[src/rtl/orb_pkg.sv]
// ---------------------------------------------------------------------------
// orb_pkg
// Shared constants and helpers for the ORB feature pipeline.
//   - default patch radius, pixel width, moment output width, output shift
//   - patch_moment FSM state type
//   - UMAX row half-width table of the circular patch for the default radius,
//     plus a constant function that derives it for any radius
//   - width helpers for the patch-moment coordinate and accumulator
// ---------------------------------------------------------------------------
package orb_pkg;

   localparam int PATCH_R_DEF = 18;
   localparam int PIX_W_DEF   = 8;
   localparam int BW_OUT_DEF  = 12;
   localparam int SHIFT_DEF   = 10;

   typedef enum logic {
      IDLE  = 1'b0,
      ACCUM = 1'b1
   } pm_state_e;

   // UMAX[v] = floor(sqrt(R^2 - v^2)) for R = PATCH_R_DEF
   localparam int UMAX [0:PATCH_R_DEF] = '{
      18, 17, 17, 17, 17, 17, 16, 16, 16, 15,
      14, 14, 13, 12, 11,  9,  8,  5,  0
   };

   // Largest u with u^2 + v^2 <= r^2 (same rule as UMAX, any radius).
   function automatic int umax_calc(input int r, input int v);
      int u;
      u = 0;
      for (int k = 0; k <= r; k++) begin
         if (k * k + v * v <= r * r) u = k;
      end
      return u;
   endfunction

   // Signed coordinate width: holds -r..r with headroom.
   function automatic int coord_width(input int r);
      return $clog2(r) + 2;
   endfunction

   // Signed accumulator width: worst-case |sum(x*I)| over the square plus
   // sign and guard bits.
   function automatic int acc_width(input int r, input int pw);
      longint m;
      m = longint'(2 * r + 1) * ((longint'(1) << pw) - 1) * longint'(r) * longint'(r + 1) / 2;
      return $clog2(m) + 2;
   endfunction

endpackage

[src/rtl/moment_mac.sv]
// ---------------------------------------------------------------------------
// moment_mac
// One axis of the patch moment: registers coord*pix (zero when the pixel is
// not valid or masked out), then loads or accumulates that product.
// Ports:
//   clk, rst          clock, synchronous active-high reset
//   in_valid, in_use  pixel present / pixel inside the patch mask
//   coord, pix        signed coordinate, unsigned intensity
//   acc_en            add the registered product into the accumulator
//   acc_load          replace the accumulator with the product (first pixel)
//   acc               signed running sum
// ---------------------------------------------------------------------------
module moment_mac #(
   parameter int CW    = 7,
   parameter int PIX_W = 8,
   parameter int AW    = 23
) (
   input  logic                 clk,
   input  logic                 rst,
   input  logic                 in_valid,
   input  logic                 in_use,
   input  logic signed [CW-1:0] coord,
   input  logic [PIX_W-1:0]     pix,
   input  logic                 acc_en,
   input  logic                 acc_load,
   output logic signed [AW-1:0] acc
);

   localparam int PW = CW + PIX_W + 1;

   logic signed [PW-1:0] prod_d, prod_q;
   logic signed [AW-1:0] acc_d, acc_q;

   always_comb begin
      prod_d = '0;
      if (in_valid && in_use) begin
         prod_d = PW'(coord) * PW'($signed({1'b0, pix}));
      end
   end

   // Loading on the first product lets a new patch follow the previous one
   // with no idle cycle and drops any partial sum from an aborted patch.
   always_comb begin
      acc_d = acc_q;
      if (acc_load) begin
         acc_d = AW'(prod_q);
      end else if (acc_en) begin
         acc_d = acc_q + AW'(prod_q);
      end
   end

   always_ff @(posedge clk) begin
      if (rst) begin
         prod_q <= '0;
         acc_q  <= '0;
      end else begin
         prod_q <= prod_d;
         acc_q  <= acc_d;
      end
   end

   assign acc = acc_q;

endmodule

[src/rtl/patch_moment.sv]
// ---------------------------------------------------------------------------
// patch_moment
// Intensity-centroid moments of a (2R+1)x(2R+1) patch streamed in raster
// order: m10 = sum(x*I) >>> SHIFT, m01 = sum(y*I) >>> SHIFT, saturated,
// with x = col-R, y = row-R.
// Ports:
//   clk, rst        clock, synchronous active-high reset
//   pix_valid       pixel qualifier, gaps allowed anywhere
//   sof             first pixel of a patch (only with pix_valid)
//   pix             unsigned intensity
//   m10, m01        signed moments, held until the next result
//   out_valid       one-cycle strobe per completed patch
// Optional build: define PATCH_CIRCLE_MASK_EN to count only pixels inside
// the circle |x| <= UMAX[|y|]; otherwise the whole square contributes.
//
// Handshake: valid-only stream, no backpressure. A pixel is accepted on a
// rising edge where pix_valid=1 and either sof=1 or a patch is in progress;
// out_valid is high for exactly one cycle when m10/m01 change.
//
// Pipeline (last pixel sampled at edge E):
//   E    stage 0 captures pixel, coordinates, mask and first/last flags
//   E+1  stage 1 registers x*I and y*I
//   E+2  stage 2 load/accumulate
//   E+3  stage 3 shift/saturate into m10/m01, out_valid=1
// ---------------------------------------------------------------------------
module patch_moment
   import orb_pkg::*;
#(
   parameter int PATCH_R = PATCH_R_DEF,
   parameter int PIX_W   = PIX_W_DEF,
   parameter int BW_OUT  = BW_OUT_DEF,
   parameter int SHIFT   = SHIFT_DEF
) (
   input  logic                     clk,
   input  logic                     rst,
   input  logic                     pix_valid,
   input  logic                     sof,
   input  logic [PIX_W-1:0]         pix,
   output logic signed [BW_OUT-1:0] m10,
   output logic signed [BW_OUT-1:0] m01,
   output logic                     out_valid
);

   localparam int SIDE  = 2 * PATCH_R + 1;
   localparam int CNT_W = $clog2(SIDE);
   localparam int CW    = coord_width(PATCH_R);
   localparam int AW    = acc_width(PATCH_R, PIX_W);
   localparam logic [CNT_W-1:0] LAST = CNT_W'(SIDE - 1);

   localparam logic signed [AW-1:0] SAT_HI = {{(AW - BW_OUT + 1){1'b0}}, {(BW_OUT - 1){1'b1}}};
   localparam logic signed [AW-1:0] SAT_LO = ~SAT_HI;

   // ---------------- FSM and raster counters ----------------
   pm_state_e        state_q, state_d;
   logic [CNT_W-1:0] row_q, row_d, col_q, col_d;
   logic [CNT_W-1:0] cur_row, cur_col;
   logic             accept, is_last;

   always_comb begin
      state_d = state_q;
      row_d   = row_q;
      col_d   = col_q;
      accept  = pix_valid && (sof || (state_q == ACCUM));
      // sof always means (0,0), also as a restart inside ACCUM
      cur_row = sof ? '0 : row_q;
      cur_col = sof ? '0 : col_q;
      is_last = (cur_row == LAST) && (cur_col == LAST);
      if (accept) begin
         if (is_last) begin
            state_d = IDLE;
            row_d   = '0;
            col_d   = '0;
         end else begin
            state_d = ACCUM;
            if (cur_col == LAST) begin
               col_d = '0;
               row_d = cur_row + CNT_W'(1);
            end else begin
               col_d = cur_col + CNT_W'(1);
               row_d = cur_row;
            end
         end
      end
   end

   always_ff @(posedge clk) begin
      if (rst) begin
         state_q <= IDLE;
         row_q   <= '0;
         col_q   <= '0;
      end else begin
         state_q <= state_d;
         row_q   <= row_d;
         col_q   <= col_d;
      end
   end

   // ---------------- coordinates and mask ----------------
   logic signed [CW-1:0] x_c, y_c;
   logic                 use_c;

   assign x_c = $signed(CW'(cur_col) - CW'(PATCH_R));
   assign y_c = $signed(CW'(cur_row) - CW'(PATCH_R));

`ifdef PATCH_CIRCLE_MASK_EN
   localparam int UW = $clog2(PATCH_R + 1);
   logic [CW-1:0] umax_tab [0:PATCH_R];
   logic [CW-1:0] abs_x, abs_y;

   for (genvar v = 0; v <= PATCH_R; v++) begin : g_umax
      assign umax_tab[v] = CW'(umax_calc(PATCH_R, v));
   end

   assign abs_x = x_c[CW-1] ? CW'(-x_c) : CW'(x_c);
   assign abs_y = y_c[CW-1] ? CW'(-y_c) : CW'(y_c);
   // |y| <= R by construction, so the narrowed index never leaves the table
   assign use_c = (abs_x <= umax_tab[abs_y[UW-1:0]]);
`else
   assign use_c = 1'b1;
`endif

   // ---------------- stage 0: input capture ----------------
   logic                 s0_vld_q, s0_vld_d;
   logic                 s0_first_q, s0_first_d;
   logic                 s0_last_q, s0_last_d;
   logic                 s0_use_q, s0_use_d;
   logic signed [CW-1:0] s0_x_q, s0_x_d, s0_y_q, s0_y_d;
   logic [PIX_W-1:0]     s0_pix_q, s0_pix_d;

   always_comb begin
      s0_vld_d   = accept;
      s0_first_d = accept && sof;
      s0_last_d  = accept && is_last;
      s0_use_d   = use_c;
      s0_x_d     = x_c;
      s0_y_d     = y_c;
      s0_pix_d   = pix;
   end

   // ---------------- stage 1/2 flag pipeline ----------------
   logic s1_vld_q, s1_vld_d;
   logic s1_first_q, s1_first_d;
   logic s1_last_q, s1_last_d;
   logic acc_last_q, acc_last_d;

   always_comb begin
      s1_vld_d   = s0_vld_q;
      s1_first_d = s0_vld_q && s0_first_q;
      s1_last_d  = s0_vld_q && s0_last_q;
      acc_last_d = s1_vld_q && s1_last_q;
   end

   always_ff @(posedge clk) begin
      if (rst) begin
         s0_vld_q   <= 1'b0;
         s0_first_q <= 1'b0;
         s0_last_q  <= 1'b0;
         s0_use_q   <= 1'b0;
         s0_x_q     <= '0;
         s0_y_q     <= '0;
         s0_pix_q   <= '0;
         s1_vld_q   <= 1'b0;
         s1_first_q <= 1'b0;
         s1_last_q  <= 1'b0;
         acc_last_q <= 1'b0;
      end else begin
         s0_vld_q   <= s0_vld_d;
         s0_first_q <= s0_first_d;
         s0_last_q  <= s0_last_d;
         s0_use_q   <= s0_use_d;
         s0_x_q     <= s0_x_d;
         s0_y_q     <= s0_y_d;
         s0_pix_q   <= s0_pix_d;
         s1_vld_q   <= s1_vld_d;
         s1_first_q <= s1_first_d;
         s1_last_q  <= s1_last_d;
         acc_last_q <= acc_last_d;
      end
   end

   // ---------------- stage 1/2 datapath ----------------
   logic signed [AW-1:0] acc10, acc01;
   logic                 acc_en, acc_load;

   assign acc_en   = s1_vld_q;
   assign acc_load = s1_vld_q && s1_first_q;

   moment_mac #(.CW(CW), .PIX_W(PIX_W), .AW(AW)) u_mac_x (
      .clk      (clk),
      .rst      (rst),
      .in_valid (s0_vld_q),
      .in_use   (s0_use_q),
      .coord    (s0_x_q),
      .pix      (s0_pix_q),
      .acc_en   (acc_en),
      .acc_load (acc_load),
      .acc      (acc10)
   );

   moment_mac #(.CW(CW), .PIX_W(PIX_W), .AW(AW)) u_mac_y (
      .clk      (clk),
      .rst      (rst),
      .in_valid (s0_vld_q),
      .in_use   (s0_use_q),
      .coord    (s0_y_q),
      .pix      (s0_pix_q),
      .acc_en   (acc_en),
      .acc_load (acc_load),
      .acc      (acc01)
   );

   // ---------------- stage 3: shift, saturate, publish ----------------
   function automatic logic signed [BW_OUT-1:0] sat_out(input logic signed [AW-1:0] v);
      if (v > SAT_HI) begin
         sat_out = SAT_HI[BW_OUT-1:0];
      end else if (v < SAT_LO) begin
         sat_out = SAT_LO[BW_OUT-1:0];
      end else begin
         sat_out = v[BW_OUT-1:0];
      end
   endfunction

   logic signed [AW-1:0]     sh10, sh01;
   logic signed [BW_OUT-1:0] m10_q, m10_d, m01_q, m01_d;
   logic                     out_valid_q, out_valid_d;

   // acc_last_q marks the cycle where the accumulators hold a whole patch;
   // a following patch's first load lands one edge later, so no hazard.
   always_comb begin
      sh10        = acc10 >>> SHIFT;
      sh01        = acc01 >>> SHIFT;
      m10_d       = m10_q;
      m01_d       = m01_q;
      out_valid_d = acc_last_q;
      if (acc_last_q) begin
         m10_d = sat_out(sh10);
         m01_d = sat_out(sh01);
      end
   end

   always_ff @(posedge clk) begin
      if (rst) begin
         m10_q       <= '0;
         m01_q       <= '0;
         out_valid_q <= 1'b0;
      end else begin
         m10_q       <= m10_d;
         m01_q       <= m01_d;
         out_valid_q <= out_valid_d;
      end
   end

   assign m10       = m10_q;
   assign m01       = m01_q;
   assign out_valid = out_valid_q;

endmodule

[config.mk]
export PLATFORM = sky130hd
export DESIGN_NAME = patch_moment
export DESIGN_NICKNAME = d
export VERILOG_FILES = /design/src/rtl/orb_pkg.sv /design/src/rtl/moment_mac.sv /design/src/rtl/patch_moment.sv
export SDC_FILE = /design/constraint.sdc
export NUM_CORES = 1
export LEC_CHECK = 0
export ABC_AREA = 1
export BUFFER_PORTS_ARGS = -buffer_cell sky130_fd_sc_hd__buf_2
export CORE_AREA = 2 2 150 138
export DETAILED_ROUTE_END_ITERATION = 8
export DIE_AREA = 0 0 152 140
export GPL_TIMING_DRIVEN = 0
export PLACE_DENSITY_LB_ADDON = 0.05
export SYNTH_ARGS = -nofsm -noshare
export SYNTH_HDL_FRONTEND = slang
export SYNTH_SLANG_ARGS = --single-unit
[constraint.sdc]
create_clock -name clk -period 5.3 [get_ports clk]
set_clock_uncertainty 0.05 [all_clocks]
set_input_delay 1.06 -clock clk [delete_from_list [all_inputs] [get_ports clk]]
set_output_delay 1.06 -clock clk [all_outputs]
set_load 0.005 [all_outputs]
# Word-level counts from Yosys, hierarchy flattened
# Index checks and enable logic that the tools add are counted.
[op_classes]
addsub = 6
n_mul = 2
magnitude_cmp = 4
eq_ne = 2
muxes = 16
bitwise_logic = 1
reduce_logical = 12
[ops]
columns = ["operator", "count"]
rows = [
  ["23-bit 2-to-1 mux", 4],
  ["12-bit 2-to-1 mux", 4],
  ["23-bit by 16-bit adder with 23-bit output", 2],
  ["6-bit 2-to-1 mux", 6],
  ["7-bit by 9-bit multiplier with 16-bit output", 2],
  ["13-bit by 12-bit greater-than comparator with 1-bit output, second input constant", 2],
  ["13-bit by 12-bit < comparator with 1-bit output, second input constant", 2],
  ["6-bit by 5-bit subtractor with 7-bit output, second input constant", 2],
  ["6-bit by 1-bit adder with 6-bit output, second input constant", 2],
  ["6-bit equality test, second input constant", 2],
  ["1-bit logical AND", 9],
  ["1-bit 2-to-1 mux", 2],
  ["2-bit nonzero test", 1],
  ["2-bit OR reduction", 1],
  ["1-bit logical OR", 1],
  ["1-bit inverter", 1],
]
[word_totals]
ff_bits = 146
input_bits = 12
output_inout_bits = 25
word_cells = 64

# Depth between registers and ports, before layout
[depth]
depth_word = 4
ltp_mapped = 19
ltp_nobuf = 18

# Hierarchy
# A second synthesis with hierarchy kept.
[unflattened]
hier_cells = 1881
area_unflattened_um2 = 12678.4
[modules_own_cells]
columns = ["mod", "n_inst", "cells_each", "area_each_um2", "seq_area_each_um2"]
rows = [
  ["moment_mac (u_mac_x)", 1, 768, 5024.8, 780.7],
  ["moment_mac (u_mac_y)", 1, 768, 4989.8, 780.7],
  ["patch_moment", 1, 345, 2663.8, 1361.3],
]

# Least setup slack after synthesis
# OpenSTA, ideal clock, no wires.
[synth_timing]
path_kind = "register -> register"
start = "register s0_pix_q[1]"
end = "register u_mac_y.prod_q[12]"
setup_ns = 0.113
arrival_time_ns = 3.940
t_required_ns = 5.137
path_slack_ns = 1.197
path_stages_with_launch = 17
path_buffers = 1
synth_period_minus_slack_ns = 4.103
path_cell_list = "dfxtp_1 > clkbuf_1 > nor2_1 > fa_1 > fa_1 > fa_1 > inv_1 > fa_1 > inv_1 > ha_1 > a21oi_1 > o21ai_0 > a21oi_1 > o21ai_0 > nand2_1 > nand2_1 > nor2_1"
[synth_between]
elab_chain_len = 1
[synth_rtl]
columns = ["element", "line_no", "text"]
rows = [
  ["start: declaration", "patch_moment.sv:128", "logic [PIX_W-1:0] s0_pix_q, s0_pix_d;"],
  ["start signal: assignment", "patch_moment.sv:173", "s0_pix_q <= s0_pix_d;"],
  ["7-bit by 9-bit multiplier with 16-bit output", "moment_mac.sv:37", "prod_d = PW'(coord) * PW'($signed({1'b0, pix}));"],
  ["end signal: assignment", "moment_mac.sv:57", "prod_q <= prod_d;"],
  ["end: declaration", "moment_mac.sv:31", "logic signed [PW-1:0] prod_d, prod_q;"],
]
# Every way passes these cells.
# A chain may end at the register's enable or synchronous reset.

# Worst setup path in the final report
[layout_timing]
start = "register s0_pix_q[3]"
end = "register u_mac_y.prod_q[13]"
# The elaborated chain is that of the path after synthesis.

==> flow_summary.toml <==
[power_and_ir_drop]
leakage_uw = 0.00755
switchingPower_uw = 832
p_per_area_nw_per_um2 = 216
intPower_uw = 2080
p_seq_share_pct = 38.7
clkPwrFrac_pct = 44.4
ir_drop_v = 0.000199
combPwrFrac_pct = 16.9
p_sw_share_pct = 28.5

[sta]
finalHoldViolCount = 0
setup_violations = 0
tightest_slew_ns = 0.754
rsz0062_at_grt = "no"
maxSlewViolCount = 0
timing.setup.tns_ns = 0
holdWs_ns = 0.361
period_needed_ns = 4.82
setup_slack_ns = 0.479
timing.final.crit_share_pct = 91.0
relSlewSlack_pct = 49.7
fmax_ghz = 0.207

[worst_setup_path]
crit_fanout = 10
worstSetupEndpointType = "register"
crit_type = "register to register"
cp_top_family = "adder cells"
arrival_ns = 5.11
critical_path.max_stage_delay_ns = 0.54
setup.worst_path.start_class = "register"
required_ns = 5.59
cp_cell_sequence = "clkbuf_1 -> nand2_1 -> fa_1 -> fa_1 -> inv_1 -> fa_1 -> inv_1 -> fa_1 -> inv_1 -> ha_1 -> a21oi_1 -> nand2_1 -> a21oi_1 -> o21ai_0 -> nand2_1 -> nand2_1 -> nor2_1"
crit_path_top_delay_cell = "fa_1"
critPathBufInv = 4

[hold_path]
hold_path_class = "register to register"

[clock_tree]
cts_tree = "done"
cts.sinks = 146
clk_pin_slew_worst_paths_ns = 0.07
clk_latency_ns = 0.43
ctsHoldBuffers = 0
clock_path_buffers = 2
numCtsBuffers = 17
cts.htree.levels = 4
cts_setup_buffers = 0
cts_root_buf = "clkbuf_16"
cts_resized = 0

[global_routing]
antenna_found_initial = 0
overflow = 0
grt_pass1_vias = 11075
grt.total_usage_pct = 29.4
grt_max_degree = 17
grt_first_pass_wirelength_um = 51500

[detailed_routing]
drt_iter0_markers = 707
drtPass1Iterations = 7
detail-route-antenna-nets = 0
drt-total-wl_um = 30700
vias_per_cell = 5.27
routedWlPerCell_um = 13.8
drc = 0
num_vias = 11670

[synthesis]
synth-seq-area-share_pct = 23.6
synth-edff-count = 0
syn_inst = 1894
synth.area.top_cells = "dfxtp_1, nand2_1, ha_1"
syn_avg_cell_area_um2 = 6.54
synth_nets = 2102
synth_cell_type_count = 40
synth.largest_area_cell = "dfxtp_1"
synth_ff_type = "dfxtp_1"
synth_async_sr_flop_share_pct = 0
synth_warnings = 0
synth_area_um2 = 12400
synth_top_cell_area_share_pct = 23.6
ys_ff_latch = 146

[final_layout]
drive_above_1_share_pct = 5.10
diodes = 0
final-instance-count-excl-fill = 2215
area_growth_pct = 9.00
finish.utilization_pct = 68.7
layout.nets = 2156
nFillCells = 1747

[run]
drv_cap = 0

[die]
die_y_um = 140
pin_count = 37
coreArea_um2 = 19700
rows = 49
start_util_pct = 63.0
die_w_um = 152
die_area_um2 = 21300

[place]
io_buffers = 35
post-place-cells = 2184
post-place-ws_ns = 0.615
post-dp-hpwl_um = 24400
gp_congestion = 0.957

[run_status]
status = "completed"
## synth_stat cells (8+ instances only)
| master | n |
|---|---|
| o21ai_0 | 66 |
| dfxtp_1 | 146 |
| or2_2 | 9 |
| fa_1 | 62 |
| nor2_1 | 131 |
| clkbuf_1 | 39 |
| a31oi_1 | 19 |
| a21oi_1 | 137 |
| nand3b_1 | 10 |
| nand4_1 | 14 |
| nand3_1 | 90 |
| xor2_1 | 10 |
| buf_2 | 8 |
| inv_1 | 389 |
| ha_1 | 134 |
| a22o_1 | 8 |
| nand2_1 | 578 |
## area by class of cell
| cell class | count | area, µm² | area share [%] |
|---|---|---|---|
| timing repair buffer | 35 | 175 | 1.30 |
| inverter | 396 | 1490 | 11.0 |
| multi-input combinational | 1300 | 7770 | 57.5 |
| sequential | 146 | 2920 | 21.6 |
| clock buffer | 19 | 443 | 3.28 |
| buffer | 52 | 211 | 1.56 |
| tap | 255 | 319 | 2.36 |
| clock inverter | 12 | 179 | 1.32 |
## registers in the layout, summed over array words and instances, names as in the netlist, 6 cells and up
| signal | count |
|---|---|
| s0_pix_q | 8 |
| u_mac_y.prod_q | 16 |
| s0_y_q | 7 |
| s0_x_q | 7 |
| m10 | 12 |
| col_q | 6 |
| u_mac_x.prod_q | 16 |
| u_mac_y.acc | 23 |
| u_mac_x.acc | 23 |
| row_q | 6 |
| m01 | 12 |
## stage by stage
step | power, µW | area (µm²)
floorplan | 1520 | 12400
global placement | 1630 | 12900
detailed placement | 1630 | 12900
CTS | 2910 | 13500
global route | 3050 | 13500
finish | 2920 | 13500
## routing by layer
| layer | track usage [%] | up-vias | part of all wire [%] |
|---|---|---|---|
| li1 | - | 5960 | - |
| met1 | 37.6 | 5290 | 45 |
| met2 | 50.7 | 346 | 47 |
| met3 | 3.96 | 74 | 4.8 |
| met4 | 11.9 | 0 | 3.1 |
| met5 | 0 | - | 0 |
## power by group through the flow
stage          sequential [µW]  clock (µW)  combinational, µW
2_1_floorplan             1150           0                371
3_3_place_gp              1150           0                473
3_5_place_dp              1150           0                480
4_1_cts                   1130        1300                490
5_1_grt                   1130        1350                571
6_report                  1130        1290                493
## worst min-delay path, delay by kind of cell, from the launching register on
family | cells | cell delay [ns]
flops | 1 | 0.30
simple gates | 2 | 0.08
## path summary, 6_finish.rpt
| path | to | slack, ns | cells past startpoint | start |
|---|---|---|---|---|
| setup / recovery | u_mac_y.prod_q[13]$_SDFF_PP0_ | 0.48 | 17 | s0_pix_q[3]$_SDFF_PP0_ |
| hold reg to reg | s1_first_q$_SDFF_PP0_ | 0.36 | 2 | s0_first_q$_SDFF_PP0_ |
| setup reg to reg | u_mac_y.prod_q[13]$_SDFF_PP0_ | 0.48 | 17 | s0_pix_q[3]$_SDFF_PP0_ |
| hold / removal | s1_first_q$_SDFF_PP0_ | 0.36 | 2 | s0_first_q$_SDFF_PP0_ |
## placed cells by master (no fill, tap or decap), types with 14 or more instances in the layout
master,n
fa_1,62
clkbuf_16,17
ha_1,134
nand4_1,14
nand2_1,578
nor2_1,131
dfxtp_1,146
buf_2,43
a31oi_1,19
o21ai_0,66
clkbuf_1,40
a21oi_1,137
inv_1,389
nand3_1,90
## cells by family (layout without fill, tap and decap cells)
kind of cell	after synthesis	after routing	synth area share, %
AND/OR/NAND/NOR	849	849	27.8
adder cells (fa/ha/maj)	196	196	23.5
AO/OA/AOI/OAI	241	241	10.4
flip-flops	146	146	23.6
buffers and inverters	448	514	13.7
XOR/XNOR	14	14	0.989
Power figures use the tool's default switching activity.
